==> config.mk <==
export PLATFORM = sky130hd
export DESIGN_NAME = log2_frac_seq_flat
export DESIGN_NICKNAME = d
export VERILOG_FILES = /design/src/rtl/log2_frac_seq_pkg.sv /design/src/rtl/log2_frac_seq_if.sv /design/src/rtl/log2_frac_seq_sq.sv /design/src/rtl/log2_frac_seq.sv /design/src/flat_wrapper.sv
export SDC_FILE = /design/constraint.sdc
export NUM_CORES = 1
export LEC_CHECK = 0
export ABC_AREA = 1
export BUFFER_PORTS_ARGS = -buffer_cell sky130_fd_sc_hd__buf_2
export CORE_MARGIN = 1
export CORE_UTILIZATION = 55
export CTS_BUF_LIST = sky130_fd_sc_hd__clkbuf_4 sky130_fd_sc_hd__clkbuf_8
export CTS_CLUSTER_SIZE = 16
export DETAILED_ROUTE_END_ITERATION = 8
export PLACE_DENSITY = 0.76
export SYNTH_ARGS = -nofsm -noshare
export SYNTH_HDL_FRONTEND = slang
export SYNTH_SLANG_ARGS = --single-unit
==> constraint.sdc <==
create_clock -name clk -period 6.6 [get_ports clk]
set_input_delay 0.66 -clock clk [delete_from_list [all_inputs] [get_ports clk]]
set_output_delay 0.66 -clock clk [all_outputs]
set_load 0.02 [all_outputs]
==> src/rtl/log2_frac_seq_pkg.sv <==
// Shared constants and state encoding for the iterative mantissa log2 unit.
package log2_frac_seq_pkg;

    localparam int MAN_W_LOG  = 16;
    localparam int FRAC_W_LOG = 16;
    localparam int TAG_W_LOG  = 4;

    typedef enum logic [1:0] {
        IDLE = 2'd0,
        EVAL = 2'd1,
        DONE = 2'd2
    } state_t;

endpackage

==> src/rtl/log2_frac_seq_if.sv <==
// Valid/ready request and result bundle for log2_frac_seq.
interface log2_frac_seq_if
    import log2_frac_seq_pkg::*;
#(
    parameter int MAN_W  = MAN_W_LOG,
    parameter int FRAC_W = FRAC_W_LOG,
    parameter int TAG_W  = TAG_W_LOG
);

    logic              in_valid;
    logic              in_ready;
    logic [MAN_W-1:0]  in_man;
    logic [TAG_W-1:0]  in_tag;
    logic              out_valid;
    logic              out_ready;
    logic [FRAC_W-1:0] out_frac;
    logic [TAG_W-1:0]  out_tag;
    logic              out_exact;
    logic              out_err;

    modport master (
        output in_valid, in_man, in_tag, out_ready,
        input  in_ready, out_valid, out_frac, out_tag, out_exact, out_err
    );

    modport slave (
        input  in_valid, in_man, in_tag, out_ready,
        output in_ready, out_valid, out_frac, out_tag, out_exact, out_err
    );

endinterface

==> src/rtl/log2_frac_seq_sq.sv <==
// One squaring step of the log2 bit recurrence: square, renormalise, emit one bit.
module log2_sq_step #(
    parameter int MAN_W = 16
) (
    input  logic [MAN_W-1:0] x,
    output logic             frac_bit,
    output logic [MAN_W-1:0] x_next,
    output logic             is_one
);

    logic [2*MAN_W-1:0] p;
    logic [MAN_W-2:0]   unused_low;

    assign p        = {{MAN_W{1'b0}}, x} * {{MAN_W{1'b0}}, x};
    assign frac_bit = p[2*MAN_W-1];

    // p is Q2.(2MAN_W-2); a set top bit means x*x >= 2, so halve (shift the window up).
    assign {x_next, unused_low} = frac_bit ? p[2*MAN_W-1:1] : p[2*MAN_W-2:0];

    assign is_one = (x == {1'b1, {(MAN_W-1){1'b0}}});

endmodule

==> src/rtl/log2_frac_seq.sv <==
// Sequential log2(1.M) fraction generator, one result bit per cycle with early exit at 1.0.
module log2_frac_seq
    import log2_frac_seq_pkg::*;
#(
    parameter int MAN_W  = MAN_W_LOG,
    parameter int FRAC_W = FRAC_W_LOG,
    parameter int TAG_W  = TAG_W_LOG
) (
    input logic          clk,
    input logic          rst,
    log2_frac_seq_if.slave bus
);

    localparam int CNT_W = (FRAC_W > 1) ? $clog2(FRAC_W) : 1;

    state_t            state;
    state_t            state_next;
    logic [MAN_W-1:0]  x;
    logic [FRAC_W-1:0] frac;
    logic [TAG_W-1:0]  tag;
    logic              exact;
    logic              err;
    logic [CNT_W-1:0]  cnt;
    logic              frac_bit;
    logic [MAN_W-1:0]  x_next;
    logic              is_one;
    logic              accept;

    log2_sq_step #(.MAN_W(MAN_W)) u_step (
        .x        (x),
        .frac_bit (frac_bit),
        .x_next   (x_next),
        .is_one   (is_one)
    );

    assign accept = bus.in_valid && bus.in_ready;

    always_ff @(posedge clk) begin
        if (rst) state <= IDLE;
        else     state <= state_next;
    end

    always_comb begin
        state_next = state;
        case (state)
            IDLE: if (accept) state_next = bus.in_man[MAN_W-1] ? EVAL : DONE;
            EVAL: if (is_one || cnt == '0) state_next = DONE;
            DONE: if (bus.out_ready) state_next = IDLE;
            default: state_next = IDLE;
        endcase
    end

    // Once x hits exactly 1.0 every further square is 1.0, so the untouched low bits are already correct zeros.
    always_ff @(posedge clk) begin
        if (rst) begin
            x     <= '0;
            frac  <= '0;
            tag   <= '0;
            exact <= 1'b0;
            err   <= 1'b0;
            cnt   <= '0;
        end else begin
            case (state)
                IDLE: begin
                    if (accept) begin
                        x     <= bus.in_man;
                        tag   <= bus.in_tag;
                        frac  <= '0;
                        exact <= 1'b0;
                        err   <= !bus.in_man[MAN_W-1];
                        cnt   <= CNT_W'(FRAC_W - 1);
                    end
                end
                EVAL: begin
                    if (is_one) begin
                        exact <= 1'b1;
                    end else begin
                        frac[cnt] <= frac_bit;
                        x         <= x_next;
                        if (cnt != '0) cnt <= cnt - 1'b1;
                    end
                end
                default: ;
            endcase
        end
    end

    assign bus.in_ready  = (state == IDLE) && !rst;
    assign bus.out_valid = (state == DONE);
    assign bus.out_frac  = frac;
    assign bus.out_tag   = tag;
    assign bus.out_exact = exact;
    assign bus.out_err   = err;

endmodule

==> src/flat_wrapper.sv <==
// flat-port wrapper written by rule: the top's interface ports become plain ports
module log2_frac_seq_flat import log2_frac_seq_pkg::*;
#(
    parameter int MAN_W  = MAN_W_LOG,
    parameter int FRAC_W = FRAC_W_LOG,
    parameter int TAG_W  = TAG_W_LOG
)
  (clk, rst, bus_in_valid, bus_in_man, bus_in_tag, bus_out_ready, bus_in_ready, bus_out_valid, bus_out_frac, bus_out_tag, bus_out_exact, bus_out_err);
  log2_frac_seq_if #(.MAN_W(MAN_W), .FRAC_W(FRAC_W), .TAG_W(TAG_W)) bus_i ();
  input logic clk;
  input logic rst;
  input wire logic [$bits(bus_i.in_valid)-1:0] bus_in_valid;
  input wire logic [$bits(bus_i.in_man)-1:0] bus_in_man;
  input wire logic [$bits(bus_i.in_tag)-1:0] bus_in_tag;
  input wire logic [$bits(bus_i.out_ready)-1:0] bus_out_ready;
  output wire logic [$bits(bus_i.in_ready)-1:0] bus_in_ready;
  output wire logic [$bits(bus_i.out_valid)-1:0] bus_out_valid;
  output wire logic [$bits(bus_i.out_frac)-1:0] bus_out_frac;
  output wire logic [$bits(bus_i.out_tag)-1:0] bus_out_tag;
  output wire logic [$bits(bus_i.out_exact)-1:0] bus_out_exact;
  output wire logic [$bits(bus_i.out_err)-1:0] bus_out_err;
  assign bus_i.in_valid = bus_in_valid;
  assign bus_i.in_man = bus_in_man;
  assign bus_i.in_tag = bus_in_tag;
  assign bus_i.out_ready = bus_out_ready;
  assign bus_in_ready = bus_i.in_ready;
  assign bus_out_valid = bus_i.out_valid;
  assign bus_out_frac = bus_i.out_frac;
  assign bus_out_tag = bus_i.out_tag;
  assign bus_out_exact = bus_i.out_exact;
  assign bus_out_err = bus_i.out_err;
  log2_frac_seq #(.MAN_W(MAN_W), .FRAC_W(FRAC_W), .TAG_W(TAG_W)) u_core (.clk(clk), .rst(rst), .bus(bus_i));
endmodule
==> flow_summary.toml, run 1 <==
[placement]
place_congestion = 0.9847
dp.cells = 1804
io_buffers = 47
hpwl_um = 21350

[sta]
fin_crit_sh_pct = 94.36
relSlewSlack_pct = 42.91
clock_skew_ns = 0.009019
fmax_mhz = 160.6
final_hold_viol_count = 0
timing.setup.tns_ns = 0
grt_setup_unrepaired = "no"
finalSetupViolations = 0
drv_slew = 0
tightestPinTransition_ns = 0.8533
fin_crit_ns = 6.228

[clocking]
cts_tree = "built"
worstSkewPairLatency_ns = 0.31
cts_sinks = 44
hold_buffers = 0
clk_pin_slew_worst_paths_ns = 0.10
htree_levels = 2
clk_path_buf_depth = 2
cts_buffers = 5
clock-root-buffer = "clkbuf_8"

[finish]
multi_input_area_mm2 = 0.007970
drive_gt1_share_pct = 8.763
seq_area_um2 = 883.3
final_common_cell = "inv_1"
final_cell_mix = "439 x inv_1, 391 x nand2_1, 161 x fa_1"
antenna_cells = 0
nNetsFinal = 1843
instances_no_fill = 1812
area_delta_synth_final_pct = 4.988
fillers = 1746

[route]
avgViaCountPerCell = 5.081
via_count = 9206
routedWlPerCell_um = 14.24
drtAntennaViolNets = 0
drt_iter0_markers = 444
drt_pass1_iterations = 6
routed_wirelength_um = 25800
drc = 0

[critical_path]
crit_start = "u_core.x[7]"
rrSetupSlack_ns = 0.37
critPathTopFamily = "adder cells"
worst_setup_path_start_kind = "flip-flop"
slowest_stage = "dfxtp_1"
critPathArrivalTime_ns = 6.50
cpMostUsedCell = "fa_1"
slowest_delay_ns = 0.72
r2r-end = "u_core.x[11]"
r2r-start = "u_core.x[7]"
rr_worst_depth = 25
end_kind = "flip-flop"
critPathKind = "flip-flop to flip-flop"
crit_required_ns = 6.87
worst-path-max-fanout = 31
critPathBufInv = 6

[global_route]
antenna_found_initial = 0
grt_max_degree = 52
grt_pass1_wl_um = 44230
grt.total_usage_pct = 27.64
grt_overflow = 0
grt_pass1_vias = 9392

[min_path]
holdCritStartpoint = "u_core.bus.out_tag[3]"
hold_class = "flip-flop to flip-flop"
hold_path_end = "u_core.bus.out_tag[3]"
hold_depth = 2

[run]
cap_viol_max_count = 0

[yosys]
synth_cell_type_count = 45
synth.avg_cell_area_um2 = 7.062
ys_seq_area_share_pct = 8.147
yosysWarnings = 0
synth_nets = 1823
synthesis.area_mm2 = 0.01081
synth-seq-cells = 44
netlist_instances = 1531

[die]
start_util_pct = 57.04
ios = 48
rows = 50
core_mm2 = 0.01896
die-area_mm2 = 0.02022
die_w_um = 142.2
die_h_um = 142.2

[power_and_ir_drop]
p_leak_nw = 7.029
ir_drop_mv = 0.1699
p_per_area_mw_per_mm2 = 143.0

[outcome]
status = "finished, final reports clean"
==> worst register-to-register path: cells and delay by family (launching register included) <==
kind,cells,cell delay (ns)
fa+ha+maj,7,3.38
compound gates,1,0.19
flops,1,0.72
buf+inv,6,0.58
simple gates,11,1.35
==> state kept, by name, indices dropped and copies added (netlist names) <==
name,cells
u_core.bus.out_err,1
u_core.bus.out_exact,1
u_core.bus.out_frac,16
u_core.bus.out_tag,4
u_core.cnt,4
u_core.state,2
u_core.x,16
==> final cells by class <==
| type | instances | share of cell area (%) |
|---|---|---|
| Tap cell | 260 | 2.866 |
| Clock buffer | 5 | 0.6063 |
| Timing Repair Buffer | 67 | 3.505 |
| Sequential cell | 44 | 7.782 |
| Inverter | 442 | 14.62 |
| Multi-Input combinational cell | 991 | 70.22 |
| Clock inverter | 3 | 0.4078 |
==> cell usage after synthesis (all sizes together) <==
cell type / n / area [um^2]
o21bai: 4 / 33.78
a31oi: 1 / 6.260
nor2: 69 / 276.5
nand3b: 2 / 15.01
ha: 107 / 1339
buf: 31 / 220.2
nor3: 6 / 30.03
o21ai: 36 / 191.4
xnor2: 5 / 43.79
or2: 4 / 25.02
nand2: 409 / 1620
dfxtp: 44 / 880.8
o311ai: 1 / 8.760
o211ai: 1 / 7.510
o2111ai: 1 / 8.760
xor2: 7 / 76.32
a21oi: 63 / 352.8
inv: 442 / 1659
clkbuf: 23 / 86.33
a31o: 1 / 8.760
nor4: 4 / 43.80
nand3: 83 / 485.5
nand4: 24 / 156.4
and3: 1 / 6.260
and2: 1 / 6.260
fa: 161 / 3223
==> where the power goes <==
group	internal (mW)	switching (mW)	total, mW
Sequential	0.283	0.0585	0.342
Combinational	0.377	0.683	1.06
Clock	0.114	0.108	0.222
==> worst max path at each step <==
stage / end / slack [ns] / cells past startpoint
6_report: u_core.x[11] / 0.37 / 25
5_1_grt: u_core.x[11] / 0.08 / 25
4_1_cts: u_core.x[11] / 0.25 / 24
3_5_place_dp: u_core.x[4] / 0.31 / 26
3_3_place_gp: u_core.x[4] / 0.41 / 26
2_1_floorplan: u_core.x[13] / 0.98 / 28
==> through the flow <==
step | setup WS [ns] | total power, mW | instance area (um^2) | hold WS [ns] | utilization, %
floorplan | 0.9838 | 1.089 | 10810 | 0.4846 | -
global placement | 0.4130 | 1.370 | 11230 | 0.4491 | 59.26
detailed placement | 0.3053 | 1.384 | 11230 | 0.4535 | 59.26
CTS | 0.2502 | 1.623 | 11350 | 0.4674 | 59.87
global route | 0.08010 | 1.787 | 11350 | 0.4891 | 59.88
finish | 0.3722 | 1.623 | 11350 | 0.4642 | 59.88
==> logic make-up after synthesis <==
kind of cell | after synthesis | synth area share (%)
AND/OR/NAND/NOR | 603 | 24.65
buffers and inverters | 496 | 18.18
adder cells (fa/ha/maj) | 268 | 42.19
AO/OA/AOI/OAI | 108 | 5.717
flip-flops | 44 | 8.147
XOR/XNOR | 12 | 1.111
==> routing by layer <==
| metal | GRT usage, % | share of wire (%) |
|---|---|---|
| met1 | 38.00 | 46 |
| met2 | 44.71 | 45 |
| met3 | 4.879 | 7.0 |
| met4 | 7.753 | 2.6 |
| met5 | 0 | 0 |
==> repair_timing <==
action,in CTS,in global routing
gates resized for setup,0,2
setup buffers,0,0
endpoints found under the setup margin,0,31
(Power assumes the default switching activity.)
==> run 2: changes to the inputs <==
--- a/config.mk
+++ b/config.mk
@@ -7,7 +7,7 @@
 export LEC_CHECK = 0
 export ABC_AREA = 1
 export BUFFER_PORTS_ARGS = -buffer_cell sky130_fd_sc_hd__buf_2
-export CORE_MARGIN = 1
+export CORE_MARGIN = 3
 export CORE_UTILIZATION = 55
 export CTS_BUF_LIST = sky130_fd_sc_hd__clkbuf_4 sky130_fd_sc_hd__clkbuf_8
 export CTS_CLUSTER_SIZE = 16
==> run 2 against run 1 <==
Fmax is 0.23% higher; setup slack better by 0.014 ns; largest power group unchanged; critical path depth stayed put; largest cell class unchanged.
==> flow_summary.toml, run 2 (synthesis results as in run 1) <==
[die]
die-area_mm2 = 0.02138
ios = 48
core_mm2 = 0.01902
start_util_pct = 56.85
die_w_um = 146.2
die_h_um = 146.2
rows = 50

[critical_path]
worst-path-max-fanout = 31
slowest_stage = "dfxtp_1"
cpMostUsedCell = "fa_1"
worst_setup_path_start_kind = "flip-flop"
end_kind = "flip-flop"
critPathBufInv = 6
critPathTopFamily = "adder cells"
critPathArrivalTime_ns = 6.48
critPathKind = "flip-flop to flip-flop"
crit_required_ns = 6.86
slowest_delay_ns = 0.66

[sta]
grt_setup_unrepaired = "no"
fin_crit_ns = 6.213
drv_slew = 0
relSlewSlack_pct = 38.63
final_hold_viol_count = 0
clock_skew_ns = 0.01104
timing.setup.tns_ns = 0
fin_crit_sh_pct = 94.14
whs_ns = 0.4626
fmax_mhz = 160.9
tightestPinTransition_ns = 0.9172
finalSetupViolations = 0

[finish]
antenna_cells = 0
area_delta_synth_final_pct = 5.057
nNetsFinal = 1846
final_cell_mix = "439 x inv_1, 391 x nand2_1, 161 x fa_1"
drive_gt1_share_pct = 8.810
final_common_cell = "inv_1"

[clocking]
clock-root-buffer = "clkbuf_8"
hold_buffers = 0
clk_path_buf_depth = 2
htree_levels = 2
worstSkewPairLatency_ns = 0.32
ctsResizeCount = 0
cts_sinks = 44
cts_tree = "built"
cts_setup_buffers = 0
clk_pin_slew_worst_paths_ns = 0.09
cts_buffers = 5

[placement]
hpwl_um = 21460
io_buffers = 47
place_congestion = 0.9580

[route]
avgViaCountPerCell = 5.039
routed_wirelength_um = 25550
drtAntennaViolNets = 0
via_count = 9146
routedWlPerCell_um = 14.08
drt_iter0_markers = 624
drc = 0
drt_pass1_iterations = 6

[min_path]
hold_class = "flip-flop to flip-flop"

[global_route]
antenna_found_initial = 0
grt_pass1_vias = 9125
grt.total_usage_pct = 24.71
grt_max_degree = 52
grt_pass1_wl_um = 43970
grt_overflow = 0

[run]
cap_viol_max_count = 0

[power_and_ir_drop]
p_leak_nw = 7.041
ir_drop_mv = 0.1411
p_per_area_mw_per_mm2 = 142.4

[outcome]
status = "finished, final reports clean"
run 2: cell types whose count changed in the layout (fill, tap and decap cells not counted), sizes merged:
cell,change
buf,+3
run 2: layer usage:
| metal | share of wire, % | up-vias | global-route usage (%) |
|---|---|---|---|
| met3 | 7.1 | 39 | 2.917 |
| met2 | 45 | 316 | 39.41 |
| li1 | - | 4533 | - |
| met1 | 46 | 4258 | 36.41 |
| met4 | 2.3 | 0 | 5.503 |
| met5 | 0 | - | 0 |
run 2: worst paths after layout:
| path | startpoint | endpoint | slack (ns) | cells after the start |
|---|---|---|---|---|
| worst min-delay path | u_core.bus.out_frac[11] | u_core.bus.out_frac[11] | 0.46 | 2 |
| worst max register to register | u_core.x[6] | u_core.x[7] | 0.39 | 25 |
| worst min register to register | u_core.bus.out_frac[11] | u_core.bus.out_frac[11] | 0.46 | 2 |
| worst max-delay path | u_core.x[6] | u_core.x[7] | 0.39 | 25 |
run 2: final cells by class:
class | count | area, um^2
fillers | 1795 | 7660
flip-flops and latches | 44 | 880.8
multi-input cells | 991 | 7970
well taps | 260 | 325.3
clock buffers | 5 | 68.82
clock inverters | 3 | 46.29
repair buffers | 70 | 407.9
inverters | 442 | 1659
run 2: power by group:
| part | total (mW) | switching, mW | internal, mW |
|---|---|---|---|
| registers | 0.335 | 0.0520 | 0.283 |
| clock network | 0.226 | 0.111 | 0.114 |
| logic | 1.06 | 0.679 | 0.378 |
run 2: worst register-to-register path: cells and delay by family, from the launching register on:
kind	cells	cell delay [ns]
adders and majority gates	7	3.40
and+or+nand+nor	11	1.31
DFF	1	0.66
buffers and inverters	6	0.59
AOI/OAI and AO/OA	1	0.20
run 2: metrics by stage:
stage / cells / setup slack (ns) / area, um^2 / power, mW / utilization, %
after floorplan: 1531 / 0.9838 / 10810 / 1.089 / -
after global placement: 1807 / 0.5253 / 11240 / 1.363 / 59.12
after detailed placement: 1807 / 0.4635 / 11240 / 1.378 / 59.12
after CTS: 1815 / 0.4033 / 11360 / 1.616 / 59.72
after global routing: 1815 / 0.05477 / 11360 / 1.781 / 59.72
final: 1815 / 0.3865 / 11360 / 1.618 / 59.72
==> run 3: changes to the inputs <==
--- a/config.mk
+++ b/config.mk
@@ -7,12 +7,15 @@
 export LEC_CHECK = 0
 export ABC_AREA = 1
 export BUFFER_PORTS_ARGS = -buffer_cell sky130_fd_sc_hd__buf_2
+export CAP_MARGIN = 20
 export CORE_MARGIN = 3
 export CORE_UTILIZATION = 55
 export CTS_BUF_LIST = sky130_fd_sc_hd__clkbuf_4 sky130_fd_sc_hd__clkbuf_8
 export CTS_CLUSTER_SIZE = 16
 export DETAILED_ROUTE_END_ITERATION = 8
 export PLACE_DENSITY = 0.76
+export RECOVER_POWER = 25
+export REMOVE_ABC_BUFFERS = 1
 export SYNTH_ARGS = -nofsm -noshare
 export SYNTH_HDL_FRONTEND = slang
 export SYNTH_SLANG_ARGS = --single-unit
==> run 3 against run 2 <==
Critical path depth fell by 2; largest power group unchanged; setup slack better by 0.023 ns; via count increased by 1.2%; hold slack better by 0.0080 ns; clock skew rose by 0.0019 ns; final cell count unchanged; sequential power barely moved; core utilization down 0.079 points; fmax rose by 0.38%; critical endpoint is now u_core.bus.out_frac[13]; clock power about the same; routed wire length grew 2.0%.
==> flow_summary.toml, run 3 (synthesis results as in run 1) <==
[clocking]
clk_path_buf_depth = 2
worstSkewPairLatency_ns = 0.31
cts_sinks = 44
cts_buffers = 5
cts_setup_buffers = 0
clock-root-buffer = "clkbuf_8"
hold_buffers = 0
cts_tree = "built"
htree_levels = 2
ctsResizeCount = 0
clk_pin_slew_worst_paths_ns = 0.10

[finish]
area_delta_synth_final_pct = 4.919
final_common_cell = "inv_1"
drive_gt1_share_pct = 7.717
multi_input_area_mm2 = 0.007970
fillers = 1783
nNetsFinal = 1846
seq_area_um2 = 880.8
antenna_cells = 0
final_cell_mix = "439 x inv_1, 391 x nand2_1, 161 x fa_1"

[critical_path]
rr_worst_depth = 23
critPathArrivalTime_ns = 6.43
crit_required_ns = 6.84
critPathKind = "flip-flop to flip-flop"
critPathTopFamily = "adder cells"
rrSetupSlack_ns = 0.41
crit_chain = "buf_4, nand2_1, fa_1, inv_1, fa_1, inv_1, fa_1, inv_1, fa_1, fa_1, ha_1, ha_1, nand2_1, inv_1, nand2_1, nand2_1, inv_1, nand2_2, a21oi_4, nand3_2, nand2_4, nand4_1, a21oi_1"
endpoint = "u_core.bus.out_frac[13]"
r2r-end = "u_core.bus.out_frac[13]"
critPathBufInv = 6
end_kind = "flip-flop"
r2r-start = "u_core.x[9]"
crit_start = "u_core.x[9]"
crit_cells = 23
worst_setup_path_start_kind = "flip-flop"
worst-path-max-fanout = 31
slowest_delay_ns = 0.89
slowest_stage = "dfxtp_1"

[die]
start_util_pct = 56.85
rows = 50
ios = 48
core_mm2 = 0.01902
die_w_um = 146.2
die_h_um = 146.2
die-area_mm2 = 0.02138

[route]
via_count = 9256
drt_iter0_markers = 592
routedWlPerCell_um = 14.36
routed_wirelength_um = 26060
drt_pass1_iterations = 8
drc = 0
drtAntennaViolNets = 0
avgViaCountPerCell = 5.100

[min_path]
hold_class = "flip-flop to flip-flop"

[placement]
place_congestion = 1.087
hpwl_um = 21700
pre_cts_slack_ns = 0.4457
io_buffers = 47

[power_and_ir_drop]
p_leak_nw = 6.975
p_per_area_mw_per_mm2 = 139.6
ir_drop_mv = 0.1376

[global_route]
grt.total_usage_pct = 25.16
antenna_found_initial = 0
grt_pass1_wl_um = 44730
grt_overflow = 0
grt_pass1_vias = 9419
grt_max_degree = 52

[sta]
fin_ws_ns = 0.4100
tightestPinTransition_ns = 0.8905
relSlewSlack_pct = 40.43
clock_skew_ns = 0.01294
grt_setup_unrepaired = "no"
fin_crit_sh_pct = 93.79
fmax_mhz = 161.6
timing.setup.tns_ns = 0
finalSetupViolations = 0
final_hold_viol_count = 0
drv_slew = 0
fin_crit_ns = 6.190

[run]
cap_viol_max_count = 0

[outcome]
status = "finished, final reports clean"
-- run 3: worst min path at each step --
stage                                  startpoint                      end  slack, ns  depth (start not counted)
after floorplan                     u_core.cnt[2]            u_core.cnt[2]       0.48                          2
after global placement    u_core.bus.out_frac[13]  u_core.bus.out_frac[13]       0.45                          2
after detailed placement  u_core.bus.out_frac[15]  u_core.bus.out_frac[15]       0.46                          2
after CTS                 u_core.bus.out_frac[15]  u_core.bus.out_frac[15]       0.47                          2
after global routing       u_core.bus.out_frac[4]   u_core.bus.out_frac[4]       0.49                          2
final                     u_core.bus.out_frac[15]  u_core.bus.out_frac[15]       0.47                          2
-- run 3: routing by layer --
metal,GRT usage [%],vias to the layer above,routed length [um]
li1,-,4537,-
met1,33.57,4409,11300
met2,44.50,261,12870
met3,2.110,49,1200
met4,6.303,0,685
met5,0,-,0
-- run 3: stage by stage --
step,instance area (um^2),std cells,util [%],total power [mW],hold slack [ns]
global placement,11240,1807,59.12,1.332,0.4494
detailed placement,11240,1807,59.12,1.362,0.4584
global route,11340,1815,59.64,1.753,0.4931
CTS,11360,1815,59.76,1.592,0.4728
finish,11340,1815,59.64,1.584,0.4706
floorplan,10510,1477,-,1.063,0.4846
-- run 3: layout make-up --
class	instances	area share, %
clock buffers	6	0.7280
clock inverters	2	0.3419
inverters	442	14.63
multi-input cells	991	70.26
flip-flops and latches	44	7.765
well taps	260	2.868
repair buffers	70	3.408
-- run 3: power by group --
group | total, mW | switching [mW] | internal, mW
Clock | 0.224 | 0.100 | 0.124
Combinational | 1.02 | 0.657 | 0.365
Sequential | 0.337 | 0.0548 | 0.283
Total | 1.58 | 0.813 | 0.771
-- run 3: worst reg2reg max path, cell delays in order, from the launching register on --
cell and delay (ns):
dfxtp_1 0.89, buf_4 0.28, nand2_1 0.09, fa_1 0.61
inv_1 0.07, fa_1 0.49, inv_1 0.05, fa_1 0.54
inv_1 0.05, fa_1 0.49, fa_1 0.42, ha_1 0.29
ha_1 0.34, nand2_1 0.14, inv_1 0.05, nand2_1 0.06
nand2_1 0.06, inv_1 0.07, nand2_2 0.07, a21oi_4 0.19
nand3_2 0.17, nand2_4 0.37, nand4_1 0.16, a21oi_1 0.17
